### config.mk
export PLATFORM = sky130hd
export DESIGN_NAME = icap_wr_ctrl_flat
export DESIGN_NICKNAME = d
export VERILOG_FILES = /design/src/rtl/icap_wr_ctrl_if.sv /design/src/rtl/icap_wr_ctrl.sv /design/src/flat_wrapper.sv
export SDC_FILE = /design/constraint.sdc
export NUM_CORES = 1
export LEC_CHECK = 0
export BUFFER_PORTS_ARGS = -buffer_cell sky130_fd_sc_hd__buf_2
export CAP_MARGIN = 20
export CORE_UTILIZATION = 50
export DETAILED_ROUTE_END_ITERATION = 16
export GPL_ROUTABILITY_DRIVEN = 0
export GPL_TIMING_DRIVEN = 0
export PLACE_DENSITY = 0.77
export REMOVE_ABC_BUFFERS = 1
export SLEW_MARGIN = 20
export SYNTH_ARGS = -nofsm -noshare
export SYNTH_HDL_FRONTEND = slang
export SYNTH_SLANG_ARGS = --single-unit
### constraint.sdc
create_clock -name clk -period 3.08 [get_ports clk]
set_clock_uncertainty 0.2 [all_clocks]
set_input_delay 0.77 -clock clk [delete_from_list [all_inputs] [get_ports clk]]
set_output_delay 0.77 -clock clk [all_outputs]
set_load 0.1 [all_outputs]
### src/rtl/icap_wr_ctrl_if.sv
// Handshake and ICAP-side signal bundle for icap_wr_ctrl.
// The master drives burst control and bitstream data; the slave is the controller.
interface icap_wr_ctrl_if #(
    parameter int CNT_W = 24
);
    logic             start;
    logic [CNT_W-1:0] size;
    logic             abort;
    logic [31:0]      in_data;
    logic             in_valid;
    logic             in_ready;
    logic             icap_csib;
    logic             icap_rdwrb;
    logic [31:0]      icap_i;
    logic             busy;
    logic             done;
    logic             aborted;
    logic [CNT_W-1:0] words_written;

    modport master (
        output start, size, abort, in_data, in_valid,
        input  in_ready, icap_csib, icap_rdwrb, icap_i, busy, done, aborted, words_written
    );

    modport slave (
        input  start, size, abort, in_data, in_valid,
        output in_ready, icap_csib, icap_rdwrb, icap_i, busy, done, aborted, words_written
    );
endinterface

### src/rtl/icap_wr_ctrl.sv
// Streams a counted burst of 32-bit bitstream words into a 7-series ICAP write port.
// clk also clocks the ICAP primitive, so every ICAP-facing output is registered.
module icap_wr_ctrl #(
    parameter int CNT_W     = 24,
    parameter int SWAP_BITS = 1
) (
    input  logic           clk,
    input  logic           rst,
    icap_wr_ctrl_if.slave  bus
);
    typedef enum logic [1:0] {
        IDLE,
        WRITE,
        FLUSH,
        DONE
    } state_t;

    state_t           state_q;
    logic [CNT_W-1:0] remaining_q;
    logic [CNT_W-1:0] remaining_d;
    logic [CNT_W-1:0] words_written_q;
    logic [CNT_W-1:0] words_written_d;
    logic             icap_csib_q;
    logic [31:0]      icap_i_q;
    logic             done_q;
    logic             aborted_q;
    logic [31:0]      swapped;
    logic             in_ready;
    logic             handshake;

    // ICAP expects the bits of every byte in reverse order relative to the bitstream file.
    genvar gi;
    generate
        if (SWAP_BITS != 0) begin : g_swap
            for (gi = 0; gi < 32; gi++) begin : g_bit
                assign swapped[(gi / 8) * 8 + 7 - (gi % 8)] = bus.in_data[gi];
            end
        end else begin : g_noswap
            assign swapped = bus.in_data;
        end
    endgenerate

    assign in_ready        = (state_q == WRITE) && (remaining_q != '0) && !bus.abort;
    assign handshake       = in_ready && bus.in_valid;
    assign remaining_d     = remaining_q - 1'b1;
    assign words_written_d = words_written_q + 1'b1;

    always_ff @(posedge clk) begin
        if (rst) begin
            state_q         <= IDLE;
            remaining_q     <= '0;
            words_written_q <= '0;
            icap_csib_q     <= 1'b1;
            icap_i_q        <= '0;
            done_q          <= 1'b0;
            aborted_q       <= 1'b0;
        end else begin
            // Pulses and the ICAP enable default to inactive; icap_i holds its last word.
            done_q      <= 1'b0;
            aborted_q   <= 1'b0;
            icap_csib_q <= 1'b1;
            case (state_q)
                IDLE: begin
                    if (bus.start) begin
                        remaining_q     <= bus.size;
                        words_written_q <= '0;
                        if (bus.size == '0) begin
                            state_q <= DONE;
                            done_q  <= 1'b1;
                        end else begin
                            state_q <= WRITE;
                        end
                    end
                end
                WRITE: begin
                    if (bus.abort) begin
                        aborted_q <= 1'b1;
                        state_q   <= IDLE;
                    end else if (handshake) begin
                        icap_csib_q     <= 1'b0;
                        icap_i_q        <= swapped;
                        remaining_q     <= remaining_d;
                        words_written_q <= words_written_d;
                        if (remaining_q == CNT_W'(1)) begin
                            state_q <= FLUSH;
                        end
                    end
                end
                FLUSH: begin
                    state_q <= DONE;
                    done_q  <= 1'b1;
                end
                DONE: begin
                    state_q <= IDLE;
                end
                default: begin
                    state_q <= IDLE;
                end
            endcase
        end
    end

    assign bus.in_ready      = in_ready;
    assign bus.icap_csib     = icap_csib_q;
    assign bus.icap_rdwrb    = 1'b0;
    assign bus.icap_i        = icap_i_q;
    assign bus.busy          = (state_q != IDLE);
    assign bus.done          = done_q;
    assign bus.aborted       = aborted_q;
    assign bus.words_written = words_written_q;
endmodule
### src/flat_wrapper.sv
// flat-port wrapper written by rule: the top's interface ports become plain ports
module icap_wr_ctrl_flat 
#(
    parameter int CNT_W     = 24,
    parameter int SWAP_BITS = 1
)
  (clk, rst, bus_start, bus_size, bus_abort, bus_in_data, bus_in_valid, bus_in_ready, bus_icap_csib, bus_icap_rdwrb, bus_icap_i, bus_busy, bus_done, bus_aborted, bus_words_written);
  icap_wr_ctrl_if #(.CNT_W(CNT_W)) bus_i ();
  input  logic clk;
  input  logic rst;
  input wire logic [$bits(bus_i.start)-1:0] bus_start;
  input wire logic [$bits(bus_i.size)-1:0] bus_size;
  input wire logic [$bits(bus_i.abort)-1:0] bus_abort;
  input wire logic [$bits(bus_i.in_data)-1:0] bus_in_data;
  input wire logic [$bits(bus_i.in_valid)-1:0] bus_in_valid;
  output wire logic [$bits(bus_i.in_ready)-1:0] bus_in_ready;
  output wire logic [$bits(bus_i.icap_csib)-1:0] bus_icap_csib;
  output wire logic [$bits(bus_i.icap_rdwrb)-1:0] bus_icap_rdwrb;
  output wire logic [$bits(bus_i.icap_i)-1:0] bus_icap_i;
  output wire logic [$bits(bus_i.busy)-1:0] bus_busy;
  output wire logic [$bits(bus_i.done)-1:0] bus_done;
  output wire logic [$bits(bus_i.aborted)-1:0] bus_aborted;
  output wire logic [$bits(bus_i.words_written)-1:0] bus_words_written;
  assign bus_i.start = bus_start;
  assign bus_i.size = bus_size;
  assign bus_i.abort = bus_abort;
  assign bus_i.in_data = bus_in_data;
  assign bus_i.in_valid = bus_in_valid;
  assign bus_in_ready = bus_i.in_ready;
  assign bus_icap_csib = bus_i.icap_csib;
  assign bus_icap_rdwrb = bus_i.icap_rdwrb;
  assign bus_icap_i = bus_i.icap_i;
  assign bus_busy = bus_i.busy;
  assign bus_done = bus_i.done;
  assign bus_aborted = bus_i.aborted;
  assign bus_words_written = bus_i.words_written;
  icap_wr_ctrl #(.CNT_W(CNT_W), .SWAP_BITS(SWAP_BITS)) u_core (.clk(clk), .rst(rst), .bus(bus_i));
endmodule
Word-level counts from Yosys, hierarchy flattened
Cells that the tools add are included.

Add/sub/neg operators: 2. Eq/ne operators: 9. Reductions and logical operators: 14. Muxes and demuxes: 19. Bitwise logic cells: 2.

Operators by type and width (count): 24-bit 2-to-1 mux (6); 24-bit one-hot mux with 2 select lines (2); 24-bit by 1-bit adder with 24-bit output (second input constant) (1); 24-bit by 1-bit == test with 1-bit output (second input constant) (1); 24-bit logical NOT (1); 24-bit nonzero test (1); 24-bit by 1-bit subtractor with 24-bit output (second input constant) (1); 2-bit 2-to-1 mux (5); 2-bit one-hot mux with 4 select lines (1); 3-bit AND reduction (2); 2-bit == test (second input constant) (2); 1-bit 2-to-1 mux (4); 2-bit != test (second input constant) (2); 4-bit AND reduction (1); 2-bit nonzero test (2); 1-bit logical AND (3); 3-bit by 2-bit != test with 1-bit output (second input constant) (1); 3-bit != test (second input constant) (1); 3-bit OR reduction (1); 2-bit by 1-bit == test with 1-bit output (second input constant) (1); 2-bit logical NOT (1); 2-bit by 1-bit != test with 1-bit output (second input constant) (1); 1-bit NOT (2); 1-bit one-hot mux with 2 select lines (1); 2 further kinds (2).

Output and inout port bits: 62. Logic and storage cells: 53. Register bits after elaboration: 85. Bits of input ports: 61.

Logic depth before layout (Yosys ltp)
Depth after elaboration: 7. Depth in mapped cells: 8. Gate-level depth less buffers: 7.

Worst setup path before layout
No wires, ideal clock.

Kind: register -> register. Start: register u_core.words_written_q[0], in the netlist u_core.bus.words_written[0]. End: register u_core.words_written_q[18], in the netlist u_core.bus.words_written[18]. Data required time: 2.810 ns. Setup time: 0.070 ns. Cell stages (with the launch flop): 9. Path slack: 0.143 ns. Period minus slack after synthesis: 2.937 ns. Arrival time: 2.667 ns. Cell sequence: dfxtp_1 -> ha_1 -> and4_1 -> buf_2 -> nand3_1 -> or2_0 -> clkbuf_1 -> or4_1 -> a21oi_1.

Cells in the longest elaborated chain, start to end: 4.

Ends and longest elaborated chain: start: declaration (line icap_wr_ctrl.sv:21) `logic [CNT_W-1:0] words_written_q;`; start signal: assignment (line icap_wr_ctrl.sv:83) `words_written_q <= words_written_d;`; 24-bit by 1-bit adder with 24-bit output (line icap_wr_ctrl.sv:46) `assign words_written_d = words_written_q + 1'b1;`; 24-bit 2-to-1 mux (line icap_wr_ctrl.sv:79) `end else if (handshake) begin`; 24-bit 2-to-1 mux (line icap_wr_ctrl.sv:76) `if (bus.abort) begin`; 24-bit one-hot mux with 2 select lines (line icap_wr_ctrl.sv:62) `case (state_q)`.

Every way passes these cells. The select of a mux whose other input is x is not followed. A chain may end at the register's enable or synchronous reset.

Final worst setup path
Start: register u_core.remaining_q[9]. End: output port bus_in_ready.

Cells in the longest elaborated chain, start to end: 3.

Ends and longest elaborated chain: start: declaration (line icap_wr_ctrl.sv:19) `logic [CNT_W-1:0] remaining_q;`; start signal: assignment (line icap_wr_ctrl.sv:65) `remaining_q <= bus.size;`; start signal: assignment (line icap_wr_ctrl.sv:82) `remaining_q <= remaining_d;`; 24-bit nonzero test (line icap_wr_ctrl.sv:43) `assign in_ready = (state_q == WRITE) && (remaining_q != '0) && !bus.abort;`; 1-bit logical AND (2 in a row) (line icap_wr_ctrl.sv:43); end: declaration (line flat_wrapper.sv:16) `output wire logic [$bits(bus_i.in_ready)-1:0] bus_in_ready;`.

Every way passes these cells.

==> results.md <==
- TritonCTS Buffers: 9
- IO buf count: between 100 and 150
- PnR worst setup slack: between 0.05 and 0.06 ns
- Synth area leaders: dfxtp_1 (39%), a21oi_1 (8.0%), o21ai_0 (6.1%)
- RSZ-0062 raised after global routing: no
- Lkg Pwr: roughly 2.1 nW
- Final non-filler cell area: ~5300 µm²
- Die Y: roughly 95 µm
- Clock sink total: between 80 and 90
- Startpoint Class: flop
- Post-synth ARST share: 0
- Post-synth top area cell: dfxtp_1
- Share of final-layout standard cells stronger than drive strength 1: 0.257
- Met2 GRT Util: 0.420
- First-pass GRT wire length: roughly 19 mm
- DR pass1 iterations: 6
- Met1 Use GR: 0.353
- Crit Path Category: flop to primary output
- Worst EP required: 2.11 ns
- Die Area: roughly 9100 µm²
- Final Setup Violations: 0
- Slew @ Worst Pin: 0.886 ns
- CORE AREA: roughly 8300 µm²
- Met3 Use GR: 0.0558
- Final WL: roughly 12 mm
- Clock Path Buffers: 2
- Row count: 33
- Vias in the first global route: 3950
- Global route hottest layer: met2
- CTS H-tree depth: 3
- Synth top area share: 0.390
- DP Worst Slack: -0.293 ns
- DR DRC count: 0
- Achievable Freq: 331 MHz
- Starting DRT DRC Count: roughly 320
- WL per Instance: 16.1 µm
- Die W: about 95 µm
- Top FF cell, synth: dfxtp_1
- Number of antenna violations at the first check in global routing: 0
- PD cells: approximately 540 nW/µm²
- Synthesis-stage register bit count: 85
- Max-slew headroom: 0.407
- Post-synth EDFFs: 0
- Total GRT Usage: 0.264
- Root Buffer: clkbuf_8
- Via Count: between 4000 and 5000
- Vias per inst: 6.16
- Final min period: between 3 and 4 ns
- Total gr overflow: 0
- Antenna viol nets, final: 0
- Synthesized area per cell: around 7.9 µm²
- Synth warn: 0
- Max-slew violations: 0
- Sequential area share after synthesis: 0.390
- Largest net degree at the start of global routing: 71
- Syn Std Cell Area: 4360 µm²
- Tcrit/Tclk final: 0.982
- Worst VDD drop: ~0.00028 V
- Worst Setup End Kind: primary output
- Status: finished clean
- Hold Fails Final Rpt: 0
- Ports: about 120
- Clock Latency Late Sink: roughly 0.36 ns
- Fillers: 750
- Reg clk slew, reported paths: roughly 0.080 ns
- Number of distinct library cells after synthesis: 62
- Placed instance area: between 5000 and 6000 µm²
- Max-cap violations: 0
- Synth-to-layout area growth: 21.6%
- CTS tree: done
- Hold_ws: 0.276 ns
- Diode count: 0
- Crit path arrival time: between 2 and 2.5 ns
- Crit-path max FO: 6
- Dpl hpwl: around 8.2 mm
- Hold Crit Class: flop to flop
- Initial Util: 0.523
- Nets: between 700 and 800
- Final Power: roughly 0.0028 W
- Post-Synthesis Cells: 550
-- critical path, stage by stage (launching register included) --
cell and delay, ns:
dfxtp_1 0.37, nor4_4 0.40, and4_4 0.35, nand3_1 0.13, o21a_1 0.22, buf_4 0.23
-- cells by family after synthesis --
logic type	Yosys count	synth area share
xor gates and xnor gates	1	0.00201
buffers and inverters	53	0.0513
adders and majority gates	4	0.0115
AOI/OAI and AO/OA	197	0.273
and+or+nand+nor	209	0.271
DFF	85	0.390
other	1	0.000860
-- cells in the final DEF, fill, tap and decap left out, types with 5 or more instances in the layout --
cell type  Yosys  routed
a21oi_1       70      70
a22o_1         9       9
a31oi_1        8       8
buf_2          5     119
buf_4          3       5
clkbuf_8       0       9
dfxtp_1       85      85
inv_1         12      12
nand2_1       47      45
nand3_1       45      45
nand4_1        8       8
nor2_1        27      27
nor3_1        13      13
nor4_1        10       9
o211ai_1       6       6
o21ai_0       53      53
o21ai_1        8       8
o31ai_1       12      12
or3_1          6       6
or4_1         16      16
-- final cells by class --
cell class | instances | area [µm²] | share of cell area
clock buffers | 9 | 124 | 0.0233
flip-flops and latches | 85 | 1700 | 0.321
well taps | 105 | 131 | 0.0248
inverters | 12 | 45.0 | 0.00849
repair buffers | 127 | 699 | 0.132
clock inverters | 6 | 111 | 0.0210
multi-input cells | 412 | 2490 | 0.470
-- stage by stage --
stage | std cells | TNS (ns) | util
after floorplan | 509 | -1.50 | -
final | 756 | 0 | 0.636
after detailed placement | 738 | -3.24 | 0.601
after global routing | 756 | 0 | 0.636
after global placement | 735 | -50.40 | 0.590
after CTS | 754 | -0.0466 | 0.631
-- layer usage --
metal / vias to the layer above / part of all wire / wire [µm]
met2: 177 / 0.48 / 5830
met3: 25 / 0.066 / 804
li1: 2251 / - / -
met1: 2207 / 0.43 / 5260
met5: - / 0 / 0
met4: 0 / 0.021 / 259
-- state kept, by name, indices dropped and copies added, names as in the netlist --
register / count
u_core.state_q: 2
u_core.bus.done: 1
u_core.remaining_q: 24
u_core.bus.icap_i: 32
u_core.bus.icap_csib: 1
u_core.bus.aborted: 1
u_core.bus.words_written: 24
-- synthesized netlist by cell type (9+ instances only) --
cell,count
dfxtp_1,85
a21oi_1,70
o21ai_0,53
nand2_1,47
nand3_1,45
clkbuf_1,29
nor2_1,27
or4_1,16
nor3_1,13
inv_1,12
o31ai_1,12
nor4_1,10
a22o_1,9
-- timing repair --
item                       in CTS  in global routing
resized for setup               4                  5
setup buffers                   1                  2
pin swaps                       2                  1
cloned                          0                  0
hold buffers                    0                  0
setup endpoints to repair       2                  4
-- worst paths after layout --
path / start / endpoint / slack (ns) / depth (start not counted)
worst min register to register: u_core.bus.icap_i[30] / u_core.bus.icap_i[30] / 0.28 / 2
worst max register to register: u_core.remaining_q[4] / u_core.remaining_q[18] / 0.31 / 6
worst max-delay path: u_core.remaining_q[9] / bus_in_ready / 0.06 / 5
worst min-delay path: u_core.bus.icap_i[30] / u_core.bus.icap_i[30] / 0.28 / 2
-- power by group --
| part | internal (W) | total [W] | leakage [nW] | switching [W] |
|---|---|---|---|---|
| clock network | 0.000536 | 0.000956 | 0.116 | 0.000420 |
| registers | 0.00114 | 0.00120 | 0.690 | 0.0000547 |
| logic | 0.000230 | 0.000690 | 1.30 | 0.000459 |
| total | 0.00191 | 0.00284 | 2.10 | 0.000934 |
Note: power is estimated with default switching activity, not from simulation.
